File: src/rtl/game_pkg.sv
// Shared types and sizing for the life-grid display path.
package game_pkg;

    localparam int unsigned ROWS   = 8;
    localparam int unsigned COLS   = 8;
    localparam int unsigned GRID_W = ROWS * COLS;

    typedef enum logic [1:0] {
        ST_IDLE,
        ST_BLANK,
        ST_SHOW
    } scan_state_t;

    // One timer serves both the dwell and blanking phases, so it is sized for the longer one.
    function automatic int unsigned tmr_width(input int unsigned dwell, input int unsigned blank);
        return $clog2(((dwell > blank) ? dwell : blank) + 1);
    endfunction

endpackage

File: src/rtl/grid_scan_driver_timer.sv
// Loadable down-counter that stops at zero; expired is high while the count is zero.
module scan_timer #(
    parameter int unsigned W = 4
) (
    input  logic         clk,
    input  logic         reset,
    input  logic         load,
    input  logic [W-1:0] load_val,
    output logic         expired
);

    logic [W-1:0] count;

    always_ff @(posedge clk) begin
        if (reset) begin
            count <= '0;
        end else if (load) begin
            count <= load_val;
        end else if (count != '0) begin
            count <= count - 1'b1;
        end
    end

    assign expired = (count == '0);

endmodule

File: src/rtl/grid_scan_driver.sv
// Double-buffered row scanner: latches life generations and multiplexes them onto an LED matrix.
module grid_scan_driver #(
    parameter int unsigned ROWS  = game_pkg::ROWS,
    parameter int unsigned COLS  = game_pkg::COLS,
    parameter int unsigned DWELL = 1000,
    parameter int unsigned BLANK = 8
) (
    input  logic                 clk,
    input  logic                 reset,
    input  logic                 enable,
    input  logic [ROWS*COLS-1:0] grid_in,
    input  logic                 grid_valid,
    output logic                 frame_ack,
    output logic [ROWS-1:0]      row_sel,
    output logic [COLS-1:0]      col_data,
    output logic                 frame_done
);

    import game_pkg::*;

    localparam int unsigned RW = (ROWS > 1) ? $clog2(ROWS) : 1;
    localparam int unsigned TW = tmr_width(DWELL, BLANK);
    localparam logic [TW-1:0] DWELL_LD = TW'(DWELL - 1);
    localparam logic [TW-1:0] BLANK_LD = TW'((BLANK > 0) ? BLANK - 1 : 0);
    localparam logic [RW-1:0] LAST_ROW = RW'(ROWS - 1);

    scan_state_t            state, state_next;
    logic [RW-1:0]          row, row_next;
    logic [ROWS*COLS-1:0]   shadow, frame_buf;
    logic                   pending;
    logic                   tmr_load, tmr_expired, swap, done_next;
    logic [TW-1:0]          tmr_val;
    logic [ROWS-1:0]        lit_rows;
    logic [COLS-1:0]        lit_cols;

    scan_timer #(.W(TW)) u_timer (
        .clk      (clk),
        .reset    (reset),
        .load     (tmr_load),
        .load_val (tmr_val),
        .expired  (tmr_expired)
    );

    always_comb begin
        lit_rows = '0;
        lit_cols = '0;
        for (int unsigned r = 0; r < ROWS; r++) begin
            if (RW'(r) == row) begin
                lit_rows[r] = 1'b1;
                lit_cols    = frame_buf[ROWS*COLS-1-COLS*r -: COLS];
            end
        end
    end

    always_comb begin
        state_next = state;
        row_next   = row;
        tmr_load   = 1'b0;
        tmr_val    = '0;
        swap       = 1'b0;
        done_next  = 1'b0;
        case (state)
            ST_IDLE: begin
                if (enable) begin
                    swap     = 1'b1;
                    row_next = '0;
                    tmr_load = 1'b1;
                    if (BLANK > 0) begin
                        state_next = ST_BLANK;
                        tmr_val    = BLANK_LD;
                    end else begin
                        state_next = ST_SHOW;
                        tmr_val    = DWELL_LD;
                    end
                end
            end
            ST_BLANK: begin
                if (tmr_expired) begin
                    state_next = ST_SHOW;
                    tmr_load   = 1'b1;
                    tmr_val    = DWELL_LD;
                end
            end
            ST_SHOW: begin
                if (tmr_expired) begin
                    if (row == LAST_ROW) begin
                        done_next = 1'b1;
                        swap      = 1'b1;
                        row_next  = '0;
                    end else begin
                        row_next = row + 1'b1;
                    end
                    if (!enable) begin
                        state_next = ST_IDLE;
                        row_next   = '0;
                    end else if (BLANK > 0) begin
                        state_next = ST_BLANK;
                        tmr_load   = 1'b1;
                        tmr_val    = BLANK_LD;
                    end else begin
                        tmr_load = 1'b1;
                        tmr_val  = DWELL_LD;
                    end
                end
            end
            default: state_next = ST_IDLE;
        endcase
    end

    always_ff @(posedge clk) begin
        if (reset) begin
            state      <= ST_IDLE;
            row        <= '0;
            shadow     <= '0;
            frame_buf  <= '0;
            pending    <= 1'b0;
            frame_ack  <= 1'b0;
            frame_done <= 1'b0;
            row_sel    <= '0;
            col_data   <= '0;
        end else begin
            state      <= state_next;
            row        <= row_next;
            frame_ack  <= grid_valid;
            frame_done <= done_next;
            row_sel    <= (state == ST_SHOW) ? lit_rows : '0;
            col_data   <= (state == ST_SHOW) ? lit_cols : '0;
            if (grid_valid) begin
                shadow <= grid_in;
            end
            // A strobe on the boundary edge bypasses the shadow so it is not held a whole frame.
            if (swap) begin
                if (grid_valid) begin
                    frame_buf <= grid_in;
                end else if (pending) begin
                    frame_buf <= shadow;
                end
                pending <= 1'b0;
            end else if (grid_valid) begin
                pending <= 1'b1;
            end
        end
    end

endmodule

File: config.mk
export PLATFORM = sky130hd
export DESIGN_NAME = grid_scan_driver
export DESIGN_NICKNAME = d
export VERILOG_FILES = /design/src/rtl/game_pkg.sv /design/src/rtl/grid_scan_driver_timer.sv /design/src/rtl/grid_scan_driver.sv
export SDC_FILE = /design/constraint.sdc
export NUM_CORES = 1
export LEC_CHECK = 0
export CORE_UTILIZATION = 40
export DETAILED_ROUTE_END_ITERATION = 10
export GPL_TIMING_DRIVEN = 0
export HOLD_SLACK_MARGIN = 0.12
export PLACE_DENSITY_LB_ADDON = 0.05
export SLEW_MARGIN = 20
export SYNTH_ARGS = -nofsm -noshare
export SYNTH_HDL_FRONTEND = slang
export SYNTH_HIERARCHICAL = 1
export SYNTH_SLANG_ARGS = --single-unit
File: constraint.sdc
create_clock -name clk -period 3.5 [get_ports clk]
set_input_delay 1.05 -clock clk [delete_from_list [all_inputs] [get_ports clk]]
set_output_delay 1.05 -clock clk [all_outputs]
set_load 0.05 [all_outputs]
==> run metrics, run 1 <==
WP depth 10; TritonCTS Buffers 17; first-pass GRT wire length between 20000 and 30000 um; placed cell area 7811 sq um; fin crit period a little over 3 ns; unrepaired setup endpoints after global routing no; Synth Area per Inst between 8 and 9 sq um; hold_ws about 0.48 ns; CP Class reg -> reg; Syn Inst Count approximately 740; vias per std cell 4.994; CTS tree built; slew margin rel. 53.65%; first-pass iteration count of the detailed router 5; most common cell after layout, fill and taps aside dfxtp_1; post-synth top area cell dfxtp_1; H-tree levels 4; Compound-Gate Fraction of Synth Area 14.24%; actual slew at the worst max-slew pin 0.6856 ns; Die H about 130 um; drt total wl 16640 um; total of max-cap violations 0; number of synthesized register bits between 150 and 200; number of diodes 0; largest family of logic cells by synthesized area simple AND/OR/NAND/NOR gates; initial antenna violation count 0; maximum VDD drop 0.3421 mV; GRT overflow 0; Placer Congestion 0.8686; Worst R2R Path Depth 10; status complete, no violations; Top Ports 86; Highest Signal Layer met4; worst stage delay on the critical path 0.52 ns; Initial Util 41.49%; synthesis-to-finish area growth 27.04%; final setup fails 0; WP data required between 3 and 4 ns; min-delay worst type reg -> reg; Post-Syn Area 6686 sq um; Root Buffer Master clkbuf_16; critical-path cell with the highest stage delay or4b_4; Slew Limit Fails 0; leak pwr between 0.003 and 0.004 uW; Worst Skew 0.008603 ns; metal3 WL between 800 and 900 um; post-synthesis mux area share 10.20%; Residual DRC 0; port bufs 85; row cnt 46; warning count from the yosys run 6; Final Cycle Share 89.06%; die area 17240 sq um; M1 WL 8122 um; post-synthesis xor/xnor area fraction 0.3930%; largest net degree at the start of global routing 17; kind of end point of the critical path register; drt first-iter violations 281; register area share after synthesis 48.50%; Core Footprint 16120 sq um; post-cts sizing count 0; ANT nets after route 0; Post-CTS Setup Bufs 0; adder-cell share of the synthesized area 1.310%; Critical Path AT 3.46 ns; Synth area leaders dfxtp_1, mux2i_1, nand2b_1; cts hold-fix bufs 0; Clk Latency, worst-skew pair ~0.43 ns; ys flop type dfxtp_1; CP bufs+invs 3; fmax 320.8 MHz; vias in the first global route 5232; Wirelength per Cell between 15 and 20 um; crit-path max FO 13; GR Util All Layers 20.00%; Die X around 130 um; met2 wire len 7453 um; Hold Vio Cnt, Final 0; post-synthesis simple-gate area fraction 19.80%; CP delay by family, top simple AND/OR/NAND/NOR gates; post-synth top area share 48.50%; cells along the critical path inv_1, ha_1, or4b_4, nor3_4, nor2b_1, o21ai_1, clkbuf_1, clkbuf_2, nand2_1, o211ai_1; Worst Hold Depth 2; Post-DP HPWL 12550 um; async set-or-reset flop fraction in the synthesized netlist 0%; Clock transition at path regs 0.06 ns; Final Cell Area around 8500 sq um; Post-synth EDFFs 0; TritonCTS sink count 162; ratio of cells with drive above 1 in the final layout 8.005%; setup_tns 0 ns; crit path launch type register; DR vias 5384; distinct cell type count after synthesis 51; Bufs on Longest Clock Path 2; Cell Pwr Density 604.2 nW/um^2; most frequent cells in the layout dfxtp_1, nand2_1, clkdlybuf4s50_1; power after layout a little over 5000 uW; final net count 924
synth_stat cells (2+ instances only):
master and n:
clkbuf_1 25, or3_1 2, ha_1 7, clkbuf_2 3, and2_1 2, inv_1 27, a21oi_1 32, nor2_1 75
o211ai_1 2, o21bai_1 5, nand2b_1 57, o21ai_0 58, buf_6 3, and3_1 6, o22ai_1 5, or3b_1 2
o21a_1 3, or4_4 2, mux2i_1 67, a221oi_1 13, nor2b_1 12, a32oi_1 4, o311a_1 4, xnor2_1 3
nand3b_1 6, buf_4 6, o31ai_1 18, o21ai_1 6, nor3_1 6, nand2_1 87, dfxtp_1 162, buf_2 15
layout make-up:
type	count	area (sq um)
buffer	53	267.8
clock inverter	12	225.2
clock buffer	20	456.7
multi-input combinational	503	3079
sequential	162	3243
fill	1535	7621
tap	216	270.3
inverter	27	101.3
timing repair buffer	85	850.8
report_power, final:
part	leakage, uW	switching [uW]	total [uW]	internal (uW)
Sequential	0.00133	116	2120	2000
Clock	0.000335	753	2130	1380
Combinational	0.00161	474	880	406
Total	0.00327	1340	5130	3790
routing by layer:
metal  vias up  GRT usage (%)
li1       2753              -
met4         0          6.783
met1      2499          26.78
met5         -              0
met3        14          5.247
met2       118          31.09
worst register-to-register path: stages (launching register included):
cell	delay [ns]
dfxtp_1	0.33
inv_1	0.08
ha_1	0.23
or4b_4	0.52
nor3_4	0.40
nor2b_1	0.14
o21ai_1	0.38
clkbuf_1	0.37
clkbuf_2	0.32
nand2_1	0.08
o211ai_1	0.18
state kept, by name, summed over array words and instances (netlist names), 2 cells and up:
name           count
shadow            64
state              2
frame_buf         64
col_data           8
u_timer/count     10
row_sel            8
row                3
worst paths after layout:
path	start	to	slack (ns)
worst max-delay path	u_timer/count[0]	u_timer/count[1]	0.38
worst min-delay path	frame_buf[52]	frame_buf[52]	0.48
worst max register to register	u_timer/count[0]	u_timer/count[1]	0.38
worst min register to register	frame_buf[52]	frame_buf[52]	0.48
stage by stage:
stage	util, %	worst slack, ns	std cells
finish	52.71	0.3829	1078
global route	52.71	0.1156	1078
CTS	52.70	0.1206	1078
detailed placement	48.47	0.1589	1046
global placement	48.47	0.2512	1046
floorplan	-	0.7939	745
logic make-up (layout without fill, tap and decap cells):
group | count (synthesis) | count (layout)
AO/OA/AOI/OAI | 154 | 154
XOR/XNOR | 3 | 3
adder cells (fa/ha/maj) | 7 | 7
buffers and inverters | 80 | 197
flip-flops | 162 | 162
multiplexers | 68 | 68
other | 1 | 2
AND/OR/NAND/NOR | 269 | 269
Power figures use the tool's default switching activity.
==> run 2: changes to the inputs <==
Settings changed: CAP_MARGIN set to 5.
==> results of run 2 <==
The final DEF is identical to that of run 1; final timing and power are the same.
